### config.mk
export PLATFORM = sky130hd
export DESIGN_NAME = scratchpad_port_arbiter
export DESIGN_NICKNAME = d
export VERILOG_FILES = /design/src/rtl/scratchpad_port_arbiter.sv
export SDC_FILE = /design/constraint.sdc
export NUM_CORES = 1
export LEC_CHECK = 0
export BUFFER_PORTS_ARGS = -buffer_cell sky130_fd_sc_hd__clkbuf_2
export CELL_PAD_IN_SITES_DETAIL_PLACEMENT = 1
export CELL_PAD_IN_SITES_GLOBAL_PLACEMENT = 1
export CORE_AREA = 3 3 148 150
export CTS_CLUSTER_SIZE = 24
export DETAILED_ROUTE_END_ITERATION = 12
export DIE_AREA = 0 0 151 153
export PLACE_DENSITY = 0.72
export SYNTH_ARGS = -nofsm -noshare
export SYNTH_HDL_FRONTEND = slang
export SYNTH_SLANG_ARGS = --single-unit
export TNS_END_PERCENT = 100
### constraint.sdc
create_clock -name clk -period 1.9 [get_ports clk]
set_clock_uncertainty 0.2 [all_clocks]
set_input_delay 0.19 -clock clk [delete_from_list [all_inputs] [get_ports clk]]
set_output_delay 0.19 -clock clk [all_outputs]
set_load 0.005 [all_outputs]
### src/rtl/scratchpad_port_arbiter.sv
// Round-robin burst arbiter in front of the single-port scratchpad SRAM.
// Three requesters (loader write, PE operand read, writeback write) share it.
module scratchpad_port_arbiter #(
  parameter int ADDR_W = 10,
  parameter int DATA_W = 64,
  parameter int LEN_W  = 4
) (
  input  logic                clk,
  input  logic                rst,
  input  logic [2:0]          req_i,
  input  logic [3*ADDR_W-1:0] addr_i,
  input  logic [3*LEN_W-1:0]  len_i,
  input  logic [DATA_W-1:0]   ld_wdata_i,
  input  logic [DATA_W-1:0]   fm_wdata_i,
  input  logic                abort_i,
  output logic [2:0]          gnt_o,
  output logic [2:0]          beat_o,
  output logic [DATA_W-1:0]   cp_rdata_o,
  output logic                cp_rvld_o,
  output logic                sram_cs_o,
  output logic                sram_we_o,
  output logic [ADDR_W-1:0]   sram_addr_o,
  output logic [DATA_W-1:0]   sram_wdata_o,
  input  logic [DATA_W-1:0]   sram_rdata_i,
  output logic                busy_o,
  output logic                dbg_state_o
);

  typedef enum logic {IDLE = 1'b0, BURST = 1'b1} state_t;

  state_t              state_q, state_d;
  logic [1:0]          owner_q, owner_d;
  logic [ADDR_W-1:0]   addr_cnt_q, addr_cnt_d;
  logic [LEN_W-1:0]    beats_left_q, beats_left_d;
  logic [1:0]          rr_last_q, rr_last_d;
  logic                first_q, first_d;
  logic                rvld_q, rvld_d;

  logic [1:0]          cand0, cand1, winner;
  logic [ADDR_W-1:0]   win_addr;
  logic [LEN_W-1:0]    win_len;
  logic [2:0]          owner_oh;
  logic                in_burst;

  function automatic logic [1:0] inc_mod3(input logic [1:0] v);
    return (v == 2'd2) ? 2'd0 : v + 2'd1;
  endfunction

  // Search order rr_last+1, rr_last+2, rr_last: a just-served requester goes last.
  always_comb begin
    cand0 = inc_mod3(rr_last_q);
    cand1 = inc_mod3(cand0);
    if (req_i[cand0])      winner = cand0;
    else if (req_i[cand1]) winner = cand1;
    else                   winner = rr_last_q;
    win_addr = addr_i[32'(winner)*ADDR_W +: ADDR_W];
    win_len  = len_i[32'(winner)*LEN_W +: LEN_W];
  end

  always_comb begin
    state_d      = state_q;
    owner_d      = owner_q;
    addr_cnt_d   = addr_cnt_q;
    beats_left_d = beats_left_q;
    rr_last_d    = rr_last_q;
    first_d      = 1'b0;
    rvld_d       = (state_q == BURST) && (owner_q == 2'd1);
    case (state_q)
      IDLE: begin
        if (req_i != 3'b000) begin
          state_d      = BURST;
          owner_d      = winner;
          addr_cnt_d   = win_addr;
          beats_left_d = (win_len == '0) ? LEN_W'(1) : win_len;
          rr_last_d    = winner;
          first_d      = 1'b1;
        end
      end
      BURST: begin
        addr_cnt_d   = addr_cnt_q + ADDR_W'(1);
        beats_left_d = beats_left_q - LEN_W'(1);
        if (beats_left_q == LEN_W'(1) || abort_i) state_d = IDLE;
      end
      default: state_d = IDLE;
    endcase
  end

  always_ff @(posedge clk or posedge rst) begin
    if (rst) begin
      state_q      <= IDLE;
      owner_q      <= 2'd0;
      addr_cnt_q   <= '0;
      beats_left_q <= '0;
      rr_last_q    <= 2'd2;
      first_q      <= 1'b0;
      rvld_q       <= 1'b0;
    end else begin
      state_q      <= state_d;
      owner_q      <= owner_d;
      addr_cnt_q   <= addr_cnt_d;
      beats_left_q <= beats_left_d;
      rr_last_q    <= rr_last_d;
      first_q      <= first_d;
      rvld_q       <= rvld_d;
    end
  end

  // Control outputs decode registered state only; data paths are combinational.
  always_comb begin
    in_burst     = (state_q == BURST);
    owner_oh     = 3'b001 << owner_q;
    busy_o       = in_burst;
    sram_cs_o    = in_burst;
    sram_we_o    = in_burst && (owner_q != 2'd1);
    sram_addr_o  = in_burst ? addr_cnt_q : '0;
    beat_o       = in_burst ? owner_oh : 3'b000;
    gnt_o        = (in_burst && first_q) ? owner_oh : 3'b000;
    cp_rvld_o    = rvld_q;
    cp_rdata_o   = sram_rdata_i;
    dbg_state_o  = state_q;
    sram_wdata_o = '0;
    if (in_burst && owner_q == 2'd0) sram_wdata_o = ld_wdata_i;
    if (in_burst && owner_q == 2'd2) sram_wdata_o = fm_wdata_i;
  end

endmodule
Word level (Yosys, flattened, before mapping):

Index checks and enable logic that the tools add are counted.

* bits in registers: 21
* output and inout port bits: 149
* logic and storage cells: 57

* add/sub/neg operators: 4
* multiply operators: 1
* order comparisons: 2
* eq/ne operators: 7
* shift-type cells: 3
* multiplexer cells: 22
* bitwise gates (word level): 1
* reduce and logical (&&, ||, !) cells: 10

Operators by type and width (count)
* 2-to-1 mux 64 bit: 2
* indexed part select 30 x 7 -> 10 bit: 1
* 2-to-1 mux 10 bit: 2
* case mux 10 bit (2 select lines): 1
* indexed part select 12 x 5 -> 4 bit: 1
* adder 10 x 1 -> 10 bit (second input constant): 1
* 2-to-1 mux 2 bit: 4
* 2-to-1 mux 4 bit: 2
* case mux 4 bit (2 select lines): 1
* == test 2 bit (second input constant): 3
* less-than comparator 2 x 3 -> 1 bit (second input constant): 2
* 2-to-1 mux 3 bit: 2
* logical AND 1 bit: 5
* multiplier 2 x 3 -> 5 bit (second input constant): 1
* 2-to-1 mux 1 bit: 5
* adder 2 x 1 -> 2 bit (second input constant): 2
* binary-select mux 1 bit (select 2 bit): 2
* == test 4 x 1 -> 1 bit (second input constant): 1
* logical NOT 4 bit: 1
* subtractor 4 x 1 -> 4 bit (second input constant): 1
* nonzero test 3 bit: 1
* left shift 1 x 2 -> 3 bit (first input constant): 1
* == test 2 x 1 -> 1 bit (second input constant): 1
* logical NOT 2 bit: 1
* other kinds (6): 6

Depth between registers and ports, before layout:

Gate-level depths: netlist of the first run.

* word-level depth: 13
* mapped depth: 9
* gate-level depth less buffers: 6

Worst setup path before layout of the first run:

No wires, ideal clock.

* path type: register -> register
* start: register, netlist name owner_q[0]
* end: register addr_cnt_q[1]
* arrival time: 1.628 ns
* data required time: 1.567 ns
* slack: -0.061 ns
* stages on the path, launching flop included: 9
* clock period less this slack: 1.961 ns
* cells stage by stage: dfrtp_1 -> buf_6 -> nand2b_1 -> a22o_1 -> buf_6 -> mux2_4 -> a221o_1 -> o21ai_2 -> o21ai_1

RTL lines
* end signal, assigned: RTL line 100 `addr_cnt_q <= addr_cnt_d;`
* end, declared: RTL line 33 `logic [ADDR_W-1:0] addr_cnt_q, addr_cnt_d;`

Worst setup path in the final report of the first run:

* start: register rr_last_q[1]
* end: register addr_cnt_q[9]

* cells in the longest elaborated chain, start to end: 12
* elaborated cells between the ends (all ways): 16
* classes of those cells: add/sub (2); mul (1); eq/ne (2); shift (1); mux (10)

Ends and longest elaborated chain
* start, declared: RTL line 35 `logic [1:0] rr_last_q, rr_last_d;`
* start signal, assigned: RTL line 102 `rr_last_q <= rr_last_d;`
* adder 2 x 1 -> 2 bit or == test 2 bit (tied branches): RTL line 46 `return (v == 2'd2) ? 2'd0 : v + 2'd1;`
* 2-to-1 mux 2 bit: RTL line 46
* adder 2 x 1 -> 2 bit or == test 2 bit (tied branches): RTL line 46
* 2-to-1 mux 2 bit: RTL line 46
* binary-select mux 1 bit (select 2 bit): RTL line 54 `else if (req_i[cand1]) winner = cand1;`
* 2-to-1 mux 1 bit (not written as such): RTL line 54
* 2-to-1 mux 2 bit: RTL line 54
* 2-to-1 mux 2 bit *: RTL line 53 `if (req_i[cand0]) winner = cand0;`
* multiplier 2 x 3 -> 5 bit *: RTL line 56 `win_addr = addr_i[32'(winner)*ADDR_W +: ADDR_W];`
* indexed part select 30 x 7 -> 10 bit *: RTL line 56
* 2-to-1 mux 10 bit *: RTL line 70 `if (req_i != 3'b000) begin`
* case mux 10 bit (2 select lines) *: RTL line 68 `case (state_q)`

Mark *: on every way between the ends. The rest lies on a longest branch, timed or not. The select of a mux whose other input is x is not followed.
A chain may end at the register's enable or synchronous reset.

==> out/qor.yml, run 1 <==
outcome: "finished with violations"
violations: "setup timing"
track_usage_pct: 12.8
cts_sinks: 20
cts_buffers: 3
finalSetupViolCount: 78
p_per_area_nw_per_um2: 1550
synth_area_sq_um: 2620
use_met2_pct: 19.7
p_sw_mw: 3.12
yosysMostFrequentCell: "buf_4"
p_int_mw: 4.24
fmax_ghz: 0.487
ys_top_cells_by_count: "67 x buf_4, 65 x a22o_1, 19 x dfrtp_1"
grt_overflow: 0
hold_path_class: "input port to flip-flop"
max-cap-violations: 0
drc: 0
tightest_slew_ns: 0.302
die_w_microns: 151
cts.htree.levels: 1
finalCritPeriodShare_pct: 108
gp_congestion: 0.765
async_flop_share_pct: 100
crit_path_end_kind: "flip-flop"
wire_per_inst_microns: 19.3
syn_to_final_growth_pct: 81.6
placed_area_sq_um: 4030
fin_hold_ws_ns: 0.00145
final_cell_area_sq_um: 4750
crit_path_max_fanout: 5
synthTopCellsByArea: "a22o_1 22%, buf_4 19%, dfrtp_1 18%"
netlist-cell-type-count: 48
drive_above_1_share_pct: 66.5
yosysTopAreaCellShare_pct: 21.7
final_nets: 793
portBuffers: 260
grt_pass1_vias: 3566
die_area_sq_um: 23100
maxSlewHeadroom_pct: 79.9
grt_pass1_wl_microns: 22000
clockBufferDepth: 2
rsz0062_at_grt: "true"
hpwl_microns: 12800
ys.flop_type: "dfrtp_1"
critPathLaunchType: "flip-flop"
required_ns: 1.83
p_clk_share_pct: 6.7
final_util_pct: 22.8
wirelength_microns: 15900
synth_area_leader_cell: "a22o_1"
start_util_pct: 12.6
p_total_mw: 7.36
first_iter_violations: 105
power_leakage_nw: 2.50
ys_ff_latch: 20
clock_latency_ns: 0.26
syn-num-nets: 556
yosys_warnings: 0
synth_edf_count: 0
avgSynthCellArea_sq_um: 8.36
cts.clk_slew.worst_paths_ns: 0.06
fillers: 2546
use_met1_pct: 15.3
swShare_pct: 42.4
seqPwrFrac_pct: 11.8
ys_seq_area_share_pct: 19.2
cts_root_buffer: "clkbuf_16"
crit_type: "flip-flop to flip-flop"
grt_max_degree: 24
io_pins: 389
core.rowCount: 53
min_period_ns: 2.05
cts_tree: "built"
hold_violations: 0
grt.busiest_layer: "met2"
combPwrFrac_pct: 81.5
viasPerCell: 4.14
peakVddDrop_mv: 0.626
antenna_found_initial: 1
vias: 3418
die_h_microns: 153
worstPathArrival_ns: 1.99
grtUsageMet3_pct: 6.61
maxSlewViolCount: 0
ant_nets: 0
syn_inst: 313
fin_ws_ns: -0.154
coreArea_sq_um: 20800
drt_pre_antenna_iters: 4
[kinds of logic (layout without fill, tap and decap cells)]
group	after synthesis	in the layout	share of synthesized area, %
other	0	1	0
buffers and inverters	101	337	25.3
multiplexers	14	14	5.78
XOR/XNOR	5	5	1.67
AO/OA/AOI/OAI	113	113	35.5
adder cells (fa/ha/maj)	3	3	1.43
AND/OR/NAND/NOR	57	57	11.1
flip-flops	20	20	19.2
[what timing repair did]
action	in CTS	in global routing
cloned	5	2
gates resized for setup	65	40
hold buffers	2	0
setup endpoints to repair	82	81
pin swaps	19	16
buffers inserted	9	7
endpoints found under the hold margin	20	0
[final timing paths]
| path | start | endpoint | slack (ns) | depth (start not counted) |
|---|---|---|---|---|
| worst max-delay path | rr_last_q[1]$_DFFE_PP1P_ | addr_cnt_q[9]$_DFFE_PP0P_ | -0.15 | 9 |
| max in group asynchronous | rst | rr_last_q[1]$_DFFE_PP1P_ | 0.91 | 4 |
| worst max register to register | rr_last_q[1]$_DFFE_PP1P_ | addr_cnt_q[9]$_DFFE_PP0P_ | -0.15 | 9 |
| worst min register to register | beats_left_q[1]$_DFFE_PP0P_ | beats_left_q[1]$_DFFE_PP0P_ | 0.33 | 2 |
| worst min-delay path | addr_i[26] | addr_cnt_q[6]$_DFFE_PP0P_ | 0.001 | 3 |
| min in group asynchronous | rst | cp_rvld_o$_DFF_PP0_ | 0.31 | 4 |
[routing by layer]
| layer | up-vias | wire (microns) |
|---|---|---|
| met5 | - | 66 |
| met4 | 2 | 261 |
| met3 | 24 | 2130 |
| met2 | 214 | 7150 |
| met1 | 1611 | 6340 |
| li1 | 1567 | - |
[layout by cell type, fill, tap and decap left out, types with 6 or more instances in the layout]
cell      count
a21oi_1      13
a22o_1       61
and2_1        9
buf_12        6
buf_2        17
buf_4        33
buf_6        17
buf_8         8
clkbuf_2    228
clkbuf_8      8
dfrtp_1      19
inv_1         8
mux2i_1       6
nand2_1       9
nor2_1       15
[cell type report]
type                            count  area (sq um)  area share (%)
Timing Repair Buffer              324          2180            45.9
Inverter                            9          33.8           0.711
Tap cell                          275           344            7.24
Antenna cell                        1          2.50          0.0526
Multi-Input combinational cell    192          1600            33.7
Sequential cell                    20           502            10.6
Clock buffer                        4          88.8            1.87
[state kept, by name (all words and copies together), names as in the netlist]
| name | cells |
|---|---|
| busy_o | 1 |
| owner_q | 2 |
| cp_rvld_o | 1 |
| addr_cnt_q | 10 |
| beats_left_q | 4 |
| first_q | 1 |
| rr_last_q | 1 |
[power by group through the flow]
stage / Combinational (mW) / Sequential, mW / Clock (mW)
after floorplan: 2.50 / 0.814 / 0
after global placement: 4.66 / 0.856 / 0
after detailed placement: 4.74 / 0.866 / 0
after CTS: 5.82 / 0.863 / 0.502
after global routing: 6.56 / 0.902 / 0.529
final: 6.00 / 0.867 / 0.493
[per-stage QoR]
| step | TNS (ns) | cells | worst slack, ns |
|---|---|---|---|
| 6_report | -6.88 | 825 | -0.154 |
| 3_3_place_gp | -0.777 | 797 | -0.135 |
| 5_1_grt | -14.33 | 825 | -0.237 |
| 3_5_place_dp | -1.64 | 797 | -0.243 |
| 2_1_floorplan | -0.102 | 313 | -0.0611 |
| 4_1_cts | -8.34 | 817 | -0.158 |
[worst max-delay path: stages (launching register included)]
cell and delay (ns):
dfstp_2 0.55, buf_6 0.11, nor2_4 0.04, o32ai_4 0.25, buf_4 0.17, buf_6 0.12, mux2i_1 0.19, nor2_1 0.07
a211oi_2 0.18, a221oi_2 0.05
(Power assumes the default switching activity.)
==> inputs of run 2 (changes only) <==
--- a/config.mk
+++ b/config.mk
@@ -12,7 +12,9 @@
 export CTS_CLUSTER_SIZE = 24
 export DETAILED_ROUTE_END_ITERATION = 12
 export DIE_AREA = 0 0 151 153
+export GPL_TIMING_DRIVEN = 0
 export PLACE_DENSITY = 0.72
+export SETUP_SLACK_MARGIN = 0.15
 export SYNTH_ARGS = -nofsm -noshare
 export SYNTH_HDL_FRONTEND = slang
 export SYNTH_SLANG_ARGS = --single-unit
==> out/qor.yml, run 2 (synthesized netlist as in run 1, its figures left out) <==
final_util_pct: 28.6
crit_path_end_kind: "output pin"
io_pins: 389
drive_above_1_share_pct: 74.0
hpwl_microns: 14500
drc: 0
cp_top_family: "buffers and inverters"
cts.clk_slew.worst_paths_ns: 0.06
rsz0062_at_grt: "true"
dp.cells: 912
wl_met2_microns: 9500
p_per_area_nw_per_um2: 1430
coreArea_sq_um: 20800
track_usage_pct: 13.7
n_antenna_cell: 0
grt_max_degree: 21
layout_commonest_cell: "clkbuf_2"
maxSlewViolCount: 0
finalCritPeriodShare_pct: 111
power_leakage_nw: 3.26
crit_chain: "buf_6, nor3_4, buf_6, clkbuf_16, clkbuf_16, a22o_1, buf_2"
routed.top_layer: "met4"
outcome: "finished with violations"
cts_tree: "built"
ff2ff_setup_slack_ns: -0.19
gp_congestion: 0.846
largest_register_ffs: 10
critPathLaunchType: "flip-flop"
slowest_delay_ns: 0.37
start_util_pct: 12.6
crit_path_max_fanout: 7
required_ns: 1.51
grt_overflow: 0
grt_pass1_vias: 3966
stdcell_count: 960
cts_root_buffer: "clkbuf_16"
wire_per_inst_microns: 18.5
maxSlewHeadroom_pct: 46.5
die_h_microns: 153
path_buf_inv: 5
portBuffers: 324
wirelength_met1_microns: 6770
tns_ns: -9.01
fin_hold_ws_ns: -0.00260
ant_nets: 0
final_nets: 929
cts_buffers: 3
tightest_slew_ns: 0.801
finalSetupViolCount: 79
die_area_sq_um: 23100
drt_pre_antenna_iters: 4
reg_top3: "addr_cnt_q x10, beats_left_q x4, owner_q x2"
clock_latency_ns: 0.26
vias: 3907
first_iter_violations: 139
max-cap-violations: 0
antenna_found_initial: 0
clockBufferDepth: 2
peakVddDrop_mv: 0.491
cts.htree.levels: 1
final_cell_area_sq_um: 5950
violations: "hold timing, setup timing"
wl_met3_microns: 1380
core.rowCount: 53
syn_to_final_growth_pct: 127
viasPerCell: 4.07
slowest_stage: "dfrtp_1"
regMostFlops: "addr_cnt_q"
hold_violations: 1
die_w_microns: 151
worstPathArrival_ns: 1.71
crit_type: "flip-flop to output pin"
min_period_ns: 2.10
placed_area_sq_um: 4620
cts_sinks: 20
fmax_ghz: 0.476
fin_ws_ns: -0.201
grt_pass1_wl_microns: 24500
final_cell_mix: "261 x clkbuf_2, 85 x buf_4, 59 x a22o_1, 39 x buf_2, 32 x buf_6"
wirelength_microns: 17800
hold_path_class: "input port to flip-flop"
[run 2: cell types whose count changed in the layout (fill, tap and decap cells not counted), sizes merged]
cell / previous run / this run
bufbuf: 0 / 1
diode: 1 / 0
clkbuf: 241 / 287
buf: 85 / 173
dlygate4sd3: 2 / 3
[run 2: tightest hold or removal path, stage by stage]
cell and delay, ns:
clkbuf_2 0.07, a21oi_1 0.05, o21ai_1 0.10
[run 2: worst paths after layout]
check | startpoint | endpoint | cells after the start
worst min register to register | beats_left_q[1]$_DFFE_PP0P_ | beats_left_q[1]$_DFFE_PP0P_ | 2
worst max-delay path | owner_q[0]$_DFFE_PP0P_ | sram_wdata_o[42] | 7
min in group asynchronous | rst | addr_cnt_q[3]$_DFFE_PP0P_ | 3
worst max register to register | rr_last_q[1]$_DFFE_PP1P_ | beats_left_q[0]$_DFFE_PP0P_ | 7
worst min-delay path | addr_i[26] | addr_cnt_q[6]$_DFFE_PP0P_ | 3
max in group asynchronous | rst | busy_o$_DFF_PP0_ | 3
[run 2: cell type report]
class | count | area [sq um]
multi-input cells | 192 | 1640
repair buffers | 369 | 2390
inverters | 9 | 36.3
fillers | 2518 | 14900
clock buffers | 4 | 88.8
flip-flops and latches | 20 | 503
well taps | 275 | 344
plain buffers | 91 | 951
[run 2: power breakdown]
| group | internal [mW] | switching [mW] | total, mW |
|---|---|---|---|
| combinational | 4.12 | 3.01 | 7.13 |
| sequential | 0.654 | 0.243 | 0.897 |
| clock | 0.322 | 0.170 | 0.491 |
[run 2: per-layer routing]
| layer | GRT usage [%] | vias to the layer above |
|---|---|---|
| met5 | 0 | - |
| met4 | 1.21 | 0 |
| met3 | 1.96 | 9 |
| met2 | 26.2 | 184 |
| met1 | 16.7 | 1879 |
| li1 | - | 1835 |
[run 2: metrics by stage]
step           worst slack (ns)  total power, mW
2_1_floorplan           -0.0557             3.36
3_3_place_gp             -0.565             5.42
3_5_place_dp             -0.597             5.46
4_1_cts                  -0.184             7.77
5_1_grt                  -0.261             9.06
6_report                 -0.201             8.52
[run 2: repair_timing]
| action | 4_1_cts | 5_1_grt |
|---|---|---|
| endpoints found under the hold margin | 21 | 0 |
| resized for setup | 113 | 95 |
| pin swaps | 52 | 19 |
| setup endpoints to repair | 98 | 95 |
| setup buffers | 18 | 13 |
| hold buffers | 3 | 0 |
| gates cloned | 7 | 4 |
